[src/rtl/riscv_commit_scoreboard.sv]
`timescale 1ns/1ps
`default_nettype none
// ============================================================================
// Module   : riscv_commit_scoreboard
// Brief    : In-order golden-trace checker for the core's register writeback
//            stream, with first-error capture, watchdog and end-of-program test.
// Revision : 1.0
// ============================================================================
module riscv_commit_scoreboard #(
  parameter int              XLEN         = 32,
  parameter int              DEPTH        = 32,
  parameter logic [XLEN-1:0] END_PC       = 'h080,
  parameter int              TIMEOUT      = 64,
  parameter bit              CHECK_PC     = 1'b1,
  parameter bit              STOP_ON_FAIL = 1'b0
) (
  input  logic                       clk,
  input  logic                       reset_n,
  input  logic                       start,
  input  logic [$clog2(DEPTH):0]     exp_count,
  input  logic                       exp_wr_en,
  input  logic [$clog2(DEPTH)-1:0]   exp_wr_addr,
  input  logic [XLEN-1:0]            exp_wr_pc,
  input  logic [4:0]                 exp_wr_rd,
  input  logic [XLEN-1:0]            exp_wr_data,
  input  logic [XLEN-1:0]            pc,
  input  logic                       regWrite,
  input  logic [4:0]                 rd_addr,
  input  logic [XLEN-1:0]            write_back_data,
  output logic                       busy,
  output logic                       done,
  output logic                       pass,
  output logic                       fail,
  output logic                       timeout,
  output logic [$clog2(DEPTH):0]     match_count,
  output logic [$clog2(DEPTH):0]     mismatch_count,
  output logic [$clog2(DEPTH)-1:0]   err_index,
  output logic [XLEN-1:0]            err_pc,
  output logic [XLEN-1:0]            err_exp_data,
  output logic [XLEN-1:0]            err_got_data
);

  localparam int AW = $clog2(DEPTH);
  localparam int WW = $clog2(TIMEOUT) + 1;

  localparam logic [AW:0]   c_depth     = (AW+1)'(DEPTH);
  localparam logic [AW:0]   c_cnt_max   = '1;
  localparam logic [WW-1:0] c_wdog_last = WW'(TIMEOUT - 1);

  typedef enum logic [1:0] {
    ST_IDLE = 2'd0,
    ST_RUN  = 2'd1,
    ST_DONE = 2'd2
  } state_t;

  state_t          r_state, w_state_next;
  logic [AW:0]     r_index, w_index_next;
  logic [AW:0]     r_exp_count, w_exp_count_next;
  logic [WW-1:0]   r_wdog, w_wdog_next;
  logic            r_fail, w_fail_next;
  logic            r_timeout, w_timeout_next;
  logic            r_pass, w_pass_next;
  logic [AW:0]     r_match_count, w_match_count_next;
  logic [AW:0]     r_mismatch_count, w_mismatch_count_next;
  logic [AW-1:0]   r_err_index, w_err_index_next;
  logic [XLEN-1:0] r_err_pc, w_err_pc_next;
  logic [XLEN-1:0] r_err_exp_data, w_err_exp_data_next;
  logic [XLEN-1:0] r_err_got_data, w_err_got_data_next;

  // Expected-commit table; deliberately not reset, it is reloaded before use.
  logic [XLEN-1:0] r_tab_pc   [DEPTH];
  logic [4:0]      r_tab_rd   [DEPTH];
  logic [XLEN-1:0] r_tab_data [DEPTH];

  always_ff @(posedge clk) begin
    if (exp_wr_en && (r_state != ST_RUN)) begin
      r_tab_pc[exp_wr_addr]   <= exp_wr_pc;
      r_tab_rd[exp_wr_addr]   <= exp_wr_rd;
      r_tab_data[exp_wr_addr] <= exp_wr_data;
    end
  end

  logic [XLEN-1:0] w_entry_pc;
  logic [4:0]      w_entry_rd;
  logic [XLEN-1:0] w_entry_data;
  logic            w_commit;
  logic            w_match;
  logic [AW:0]     w_index_inc;
  logic [AW:0]     w_count_clamped;

  assign w_entry_pc      = r_tab_pc[r_index[AW-1:0]];
  assign w_entry_rd      = r_tab_rd[r_index[AW-1:0]];
  assign w_entry_data    = r_tab_data[r_index[AW-1:0]];
  assign w_commit        = regWrite && (rd_addr != 5'd0);
  assign w_match         = (rd_addr == w_entry_rd) && (write_back_data == w_entry_data) &&
                           (!CHECK_PC || (pc == w_entry_pc));
  assign w_index_inc     = r_index + 1'b1;
  assign w_count_clamped = (exp_count > c_depth) ? c_depth : exp_count;

  function automatic logic [AW:0] sat_inc(input logic [AW:0] v);
    return (v == c_cnt_max) ? v : v + 1'b1;
  endfunction

  always_comb begin
    w_state_next          = r_state;
    w_index_next          = r_index;
    w_exp_count_next      = r_exp_count;
    w_wdog_next           = r_wdog;
    w_fail_next           = r_fail;
    w_timeout_next        = r_timeout;
    w_pass_next           = r_pass;
    w_match_count_next    = r_match_count;
    w_mismatch_count_next = r_mismatch_count;
    w_err_index_next      = r_err_index;
    w_err_pc_next         = r_err_pc;
    w_err_exp_data_next   = r_err_exp_data;
    w_err_got_data_next   = r_err_got_data;

    case (r_state)
      ST_IDLE, ST_DONE: begin
        if (start) begin
          w_index_next          = '0;
          w_exp_count_next      = w_count_clamped;
          w_wdog_next           = '0;
          w_fail_next           = 1'b0;
          w_timeout_next        = 1'b0;
          w_pass_next           = 1'b0;
          w_match_count_next    = '0;
          w_mismatch_count_next = '0;
          w_err_index_next      = '0;
          w_err_pc_next         = '0;
          w_err_exp_data_next   = '0;
          w_err_got_data_next   = '0;
          if (w_count_clamped == '0) begin
            w_state_next = ST_DONE;
            w_pass_next  = 1'b1;
          end else begin
            w_state_next = ST_RUN;
          end
        end
      end

      ST_RUN: begin
        if (w_commit) begin
          w_wdog_next  = '0;
          w_index_next = w_index_inc;
          if (w_match) begin
            w_match_count_next = sat_inc(r_match_count);
          end else begin
            w_mismatch_count_next = sat_inc(r_mismatch_count);
            w_fail_next           = 1'b1;
            // A zero mismatch count means this is the first error of the run.
            if (r_mismatch_count == '0) begin
              w_err_index_next    = r_index[AW-1:0];
              w_err_pc_next       = pc;
              w_err_exp_data_next = w_entry_data;
              w_err_got_data_next = write_back_data;
            end
          end
          if (w_index_inc == r_exp_count) begin
            w_state_next = ST_DONE;
          end else if (!w_match && STOP_ON_FAIL) begin
            w_state_next = ST_DONE;
          end else if ((pc == END_PC) && (w_index_inc < r_exp_count)) begin
            w_fail_next  = 1'b1;
            w_state_next = ST_DONE;
          end
        end else if (pc == END_PC) begin
          w_fail_next  = 1'b1;
          w_state_next = ST_DONE;
        end else if (r_wdog == c_wdog_last) begin
          w_timeout_next = 1'b1;
          w_fail_next    = 1'b1;
          w_state_next   = ST_DONE;
        end else begin
          w_wdog_next = r_wdog + 1'b1;
        end

        if (w_state_next == ST_DONE) begin
          w_pass_next = !w_fail_next;
        end
      end

      default: w_state_next = ST_IDLE;
    endcase
  end

  always_ff @(posedge clk or negedge reset_n) begin
    if (!reset_n) begin
      r_state          <= ST_IDLE;
      r_index          <= '0;
      r_exp_count      <= '0;
      r_wdog           <= '0;
      r_fail           <= 1'b0;
      r_timeout        <= 1'b0;
      r_pass           <= 1'b0;
      r_match_count    <= '0;
      r_mismatch_count <= '0;
      r_err_index      <= '0;
      r_err_pc         <= '0;
      r_err_exp_data   <= '0;
      r_err_got_data   <= '0;
    end else begin
      r_state          <= w_state_next;
      r_index          <= w_index_next;
      r_exp_count      <= w_exp_count_next;
      r_wdog           <= w_wdog_next;
      r_fail           <= w_fail_next;
      r_timeout        <= w_timeout_next;
      r_pass           <= w_pass_next;
      r_match_count    <= w_match_count_next;
      r_mismatch_count <= w_mismatch_count_next;
      r_err_index      <= w_err_index_next;
      r_err_pc         <= w_err_pc_next;
      r_err_exp_data   <= w_err_exp_data_next;
      r_err_got_data   <= w_err_got_data_next;
    end
  end

  assign busy           = (r_state == ST_RUN);
  assign done           = (r_state == ST_DONE);
  assign pass           = r_pass;
  assign fail           = r_fail;
  assign timeout        = r_timeout;
  assign match_count    = r_match_count;
  assign mismatch_count = r_mismatch_count;
  assign err_index      = r_err_index;
  assign err_pc         = r_err_pc;
  assign err_exp_data   = r_err_exp_data;
  assign err_got_data   = r_err_got_data;

endmodule
`default_nettype wire
[config.mk]
export PLATFORM = sky130hd
export DESIGN_NAME = riscv_commit_scoreboard
export DESIGN_NICKNAME = d
export VERILOG_FILES = /design/src/rtl/riscv_commit_scoreboard.sv
export SDC_FILE = /design/constraint.sdc
export NUM_CORES = 2
export LEC_CHECK = 0
export ABC_AREA = 0
export BUFFER_PORTS_ARGS = -buffer_cell sky130_fd_sc_hd__clkbuf_2
export CORE_UTILIZATION = 40
export CTS_CLUSTER_SIZE = 24
export DETAILED_ROUTE_END_ITERATION = 10
export PLACE_DENSITY = 0.62
export SYNTH_ARGS = -nofsm -noshare
export SYNTH_HDL_FRONTEND = slang
export SYNTH_SLANG_ARGS = --single-unit
export TNS_END_PERCENT = 1
[constraint.sdc]
create_clock -name clk -period 11.1 [get_ports clk]
set_input_delay 1.665 -clock clk [delete_from_list [all_inputs] [get_ports clk]]
set_output_delay 1.665 -clock clk [all_outputs]
set_load 0.01 [all_outputs]
# Yosys cells after proc, flatten, opt, wreduce, memory -nomap -nowiden
# Memory sizes are Yosys's and may differ from the RTL's.
# Cells that the tools add are included.
[word_totals] input_bits=154 out_inout_bits=118 mem_count=3 ram_bits=2208 elab_cells=131 ff_bits=137
[op_classes] n_reduce_logical=21 mux=63 eq_ne=25 n_lt_le_gt_ge=2 add_sub_neg=4
[mem_list] memory="r_tab_data" depth=32 width=32 rd=1 rd_clocked_by_memory_dff=0 wr=1 line="73" text="logic [XLEN-1:0] r_tab_data [DEPTH];"
[mem_list] memory="r_tab_pc" depth=32 width=32 rd=1 rd_clocked_by_memory_dff=0 wr=1 line="71" text="logic [XLEN-1:0] r_tab_pc [DEPTH];"
[mem_list] memory="r_tab_rd" depth=32 width=5 rd=1 rd_clocked_by_memory_dff=0 wr=1 line="72" text="logic [4:0] r_tab_rd [DEPTH];"
[op_table] op="$mux 32" n=10
[op_table] op="$pmux 32 s2" n=3
[op_table] op="$eq 32x32->1" n=2
[op_table] op="$mux 6" n=9
[op_table] op="$pmux 6 s2" n=3
[op_table] op="$eq 32x8->1 const B" n=1
[op_table] op="$mux 7" n=4
[op_table] op="$mux 5" n=4
[op_table] op="$reduce_and 5->1" n=4
[op_table] op="$add 6x1->6 const B" n=3
[op_table] op="$mux 1" n=16
[op_table] op="$mux 2" n=8
[op_table] op="$pmux 7 s2" n=1
[op_table] op="$eq 6x6->1 const B" n=2
[op_table] op="$logic_not 6->1" n=2
[op_table] op="$ne 2x1->1 const B" n=6
[op_table] op="$ne 2x2->1 const B" n=6
[op_table] op="$pmux 5 s2" n=1
[op_table] op="$add 7x1->7 const B" n=1
[op_table] op="$eq 7x6->1 const B" n=1
[op_table] op="$eq 6x6->1" n=1
[op_table] op="$gt 6x6->1 const B" n=1
[op_table] op="$lt 6x6->1" n=1
[op_table] op="$ne 3x3->1 const B" n=2
[op_table] op="14 further kinds" n=23

# Longest topological paths before layout
# An unclocked memory read counts as a cell.
[logic_depth] ltp_word=12 depth_mapped=20 ltp_nobuf=13

# Worst setup path before layout
# No wires, ideal clock.
[synth_timing] path_kind="input to register" start="input exp_wr_addr[1]" end="memory r_tab_data[12][0] (enable)" n_path_buf=1 setup_ns=0.497 required_ns=10.603 arrival_time_ns=5.422 path_stages=3 setup_slack_ns=5.181 cell_sequence="or4b_2 -> clkbuf_1 -> nor2_1"
[synth_lines] element="start, declared" line="22" text="input logic [$clog2(DEPTH)-1:0] exp_wr_addr,"
[synth_lines] element="end, declared" line="73"
# Straight into the memory's write port.

# Worst setup path in the final report
[layout_timing] start="register r_index[1]" end="register r_err_exp_data[11], in the netlist err_exp_data[11]"
[layout_via] elab_chain_cells=6 word_cells_on_any_way=14 classes_between="eq/ne: 4; mux: 4; reduce/logical: 3; memory: 3"
[layout_rtl] element="start, declared" line="57" text="logic [AW:0] r_index, w_index_next;"
[layout_rtl] element="start signal, assigned" line="205" text="r_index <= w_index_next;"
[layout_rtl] element="$mem_v2 32x32 or $mem_v2 32x5 (tied branches)"
[layout_rtl] element="$eq 32x32->1 or $eq 5x5->1 (tied branches)" line="95" text="assign w_match = (rd_addr == w_entry_rd) && (write_back_data == w_entry_data) &&"
[layout_rtl] element="$logic_and 1x1->1 (2 in a row)" line="95"
[layout_rtl] element="$ne 2x2->1 (no source line)"
[layout_rtl] element="$reduce_and 5->1 (no source line)"
[layout_rtl] element="end signal, assigned" line="215" text="r_err_exp_data <= w_err_exp_data_next;"
[layout_rtl] element="end, declared" line="67" text="logic [XLEN-1:0] r_err_exp_data, w_err_exp_data_next;"
# Parallel ways exist; a longest one is shown, timed or not. The select of a mux whose other input is x is not followed.
# A chain may end at the register's enable or synchronous reset.

==> metrics.md <==
| Metric | Value |
|---|---|
| Top cells by area, synth | edfxtp_1, mux4_2, mux2i_1, dfrtp_1, a22oi_1 |
| CP peak stage delay | 1.18 ns |
| WL final | 272 mm |
| Root buffer cell | clkbuf_16 |
| Total of max-cap violations | 0 |
| Maximum clock rate | 125 MHz |
| Startpoint Class | flop |
| Endpoints failing hold | 0 |
| Number of flops mapped to enable cells by yosys | 2208 |
| Routed WL per cell | 32.7 µm |
| Inserted Clock Buffers | 227 |
| Core area | 0.228 mm² |
| Setup_tns | 0 ns |
| Via count | 48.7k |
| Register area share after synthesis | 75.7% |
| Port-buffer cells | 271 |
| Initial Util | 40.4% |
| Hold slack | 0.478 ns |
| DRT antenna net count | 0 |
| Post-CTS Hold Buffers | 0 |
| Die area | 0.232 mm² |
| Worst setup EP type | flop |
| Worst skew pair latency | 0.90 ns |
| Vias per inst | 5.87 |
| Cell leakage power | 34.6 nW |
| Synth Register Bits | 2345 |
| PnR worst setup slack | 3.09 ns |
| Initial antenna violation count | 23 |
| Vias in the first global route | 47.7k |
| Cells after Synth | 4721 |
| Critical path type | flop to flop |
| Worst path bufs/invs | 4 |
| Crit-path max FO | 103 |
| Largest net degree at the start of global routing | 104 |
| Postcts setup bufs | 0 |
| Slowest cell on crit path | nor4_2 |
| YS warnings | 0 |
| Most used cell, CP | buf_4 |
| Area growth syn-to-layout | 13.1% |
| Post-synth cell types | 69 |
| Slew HR | 5.87% |
| Chip height | 482 µm |
| Slew Viols, Final | 0 |
| Std cell rows | 175 |
| Hpwl dp | 150 mm |
| Crit path cell chain | buf_12, buf_4, mux4_2, mux4_2, mux2i_1, xnor2_1, nor4_2, nand4_1, or4_1, nor3_2, buf_4, or3_4, buf_4, mux2_1 |
| Worst Tran Pin Value | 1.40 ns |
| Clock transition at path regs | 0.06 ns |
| I/O Pins | 272 |
| Setup WS pre-CTS | 3.08 ns |
| RD Place Congestion | 0.854 |
| RSZ-0062 raised after global routing | false |
| CP top delay family | simple AND/OR/NAND/NOR gates |
| Die X | 482 µm |
| DR iter-0 viols | 5787 |
| Setup Skew | 0.0981 ns |
| CTS max path bufs | 3 |
| Commonest non-fill, non-tap cell in the layout | edfxtp_1 |
| Fin crit period | 8.01 ns |
| Top cell type's share of synthesized area | 72.0% |
| Req. time, crit path | 11.88 ns |
| Status | completed |
| Dominant cell type by area after synthesis | edfxtp_1 |
| CTS sink cnt | 2345 |
| TritonCTS clock tree | yes |
| Synthesized area per cell | 19.5 µm² |
| GR Overflow Total | 0 |
| Drt first pass iters | 6 |
| Period utilization | 72.2% |
| Ys async rst share | 5.84% |
| # H-tree levels | 4 |
| GRT Util Overall | 23.2% |
| Arrival time worst endpoint | 8.78 ns |
| Power Density | 219 mW/mm² |
| Most frequent cells in the layout | edfxtp_1, mux2i_1, mux4_2 |
| IR drop worst, VDD | 0.191 mV |
| Layout cell share with drive strength beyond 1 | 21.7% |
| # DRC | 0 |
| Mapped cell area | 0.0921 mm² |
| Worst min path class | flop to flop |
| First-pass GRT wire length | 375 mm |
| Final-report setup violation count | 0 |
| Primary FF master, synth | edfxtp_1 |
| CTS resizes | 0 |
| Syn Nets | 4886 |
| Nets | 5247 |
[per-layer routing]
| metal | GRT usage [%] | part of all wire, % | routed length [µm] | vias up |
|---|---|---|---|---|
| met4 | 12.3 | 5.4 | 14800 | 18 |
| met5 | 0 | 0.042 | 115 | - |
| met3 | 3.76 | 7.4 | 20000 | 495 |
| met2 | 37.3 | 49 | 132000 | 2224 |
| li1 | - | - | - | 19876 |
| met1 | 30.3 | 39 | 105000 | 26063 |
[where the power goes]
group	leakage [nW]	internal (W)	switching, W	total [W]
clock	3.48	0.00408	0.00335	0.00744
combinational	9.41	0.00214	0.00308	0.00521
sequential	21.7	0.00995	0.000216	0.0102
total	34.6	0.0162	0.00665	0.0228
[flip-flops by register name, indices dropped and copies added (netlist names)]
name / cells
mismatch_count: 6
match_count: 6
err_pc: 32
err_index: 5
r_tab_pc: 1024
r_tab_rd: 160
pass: 1
timeout: 1
r_tab_data: 1024
r_state: 2
err_got_data: 32
fail: 1
r_index: 6
r_wdog: 7
err_exp_data: 32
r_exp_count: 6
[final timing paths]
path	slack, ns	depth (start not counted)	startpoint	endpoint
setup / recovery	3.09	14	r_index[1]	err_exp_data[11]
hold / removal	0.48	2	r_exp_count[0]	r_exp_count[0]
setup reg to reg	3.09	14	r_index[1]	err_exp_data[11]
hold reg to reg	0.48	2	r_exp_count[0]	r_exp_count[0]
max in group asynchronous	8.67	2	reset_n	err_exp_data[1]
min in group asynchronous	0.85	1	reset_n	err_got_data[10]
[worst min-delay path: stages, from the launching register on]
cell     delay, ns
dfrtp_1       0.35
nand2_1       0.05
nand2_1       0.05
[layout make-up]
cell class,instances,area [µm²]
multi-input cells,2040,20800
well taps,3009,3760
inverters,80,305
repair buffers,388,2390
fillers,19199,124000
flip-flops and latches,2345,69700
diodes,17,42.5
clock inverters,135,1220
clock buffers,284,5940
[cell usage after synthesis (all sizes together) (3+ instances only)]
| cell | instances |
|---|---|
| or4 | 11 |
| mux2 | 32 |
| nor2 | 74 |
| xnor2 | 78 |
| and3 | 19 |
| and4 | 3 |
| a211oi | 6 |
| inv | 78 |
| o22ai | 31 |
| a221oi | 20 |
| mux4 | 356 |
| a22o | 6 |
| a32oi | 15 |
| and2 | 13 |
| buf | 161 |
| or3 | 4 |
| a22oi | 191 |
| nand2b | 11 |
| or2 | 4 |
| mux2i | 553 |
| o221ai | 7 |
| a21oi | 76 |
| nand4 | 22 |
| nor4 | 21 |
| dfrtp | 137 |
| a31oi | 16 |
| nand3 | 79 |
| clkbuf | 95 |
| xor2 | 4 |
| nand4b | 3 |
| nor3 | 9 |
| a32o | 3 |
| nand2 | 269 |
| o21ai | 43 |
| nor2b | 12 |
| ha | 11 |
| o211ai | 4 |
| nand3b | 8 |
| edfxtp | 2208 |
[logic make-up (layout without fill, tap and decap cells)]
kind of cell             after synthesis  after routing  share of synthesized area (%)
AO/OA/AOI/OAI                        439            439                           3.30
AND/OR/NAND/NOR                      567            567                           2.87
adder cells (fa/ha/maj)               11             11                          0.149
XOR/XNOR                              82             82                          0.780
flip-flops                          2345           2345                           75.7
other                                  0             17                              0
multiplexers                         941            941                           15.1
buffers and inverters                336            887                           2.09
[through the flow]
step           cell area [µm²]  utilization (%)  power (W)  std cells
2_1_floorplan            92100                -     0.0139       4721
3_3_place_gp             97000             42.5     0.0155       7862
3_5_place_dp             97000             42.5     0.0156       7862
4_1_cts                 104000             45.6     0.0229       8281
5_1_grt                 104000             45.7     0.0236       8296
6_report                104000             45.7     0.0228       8298
Power figures use the tool's default switching activity.
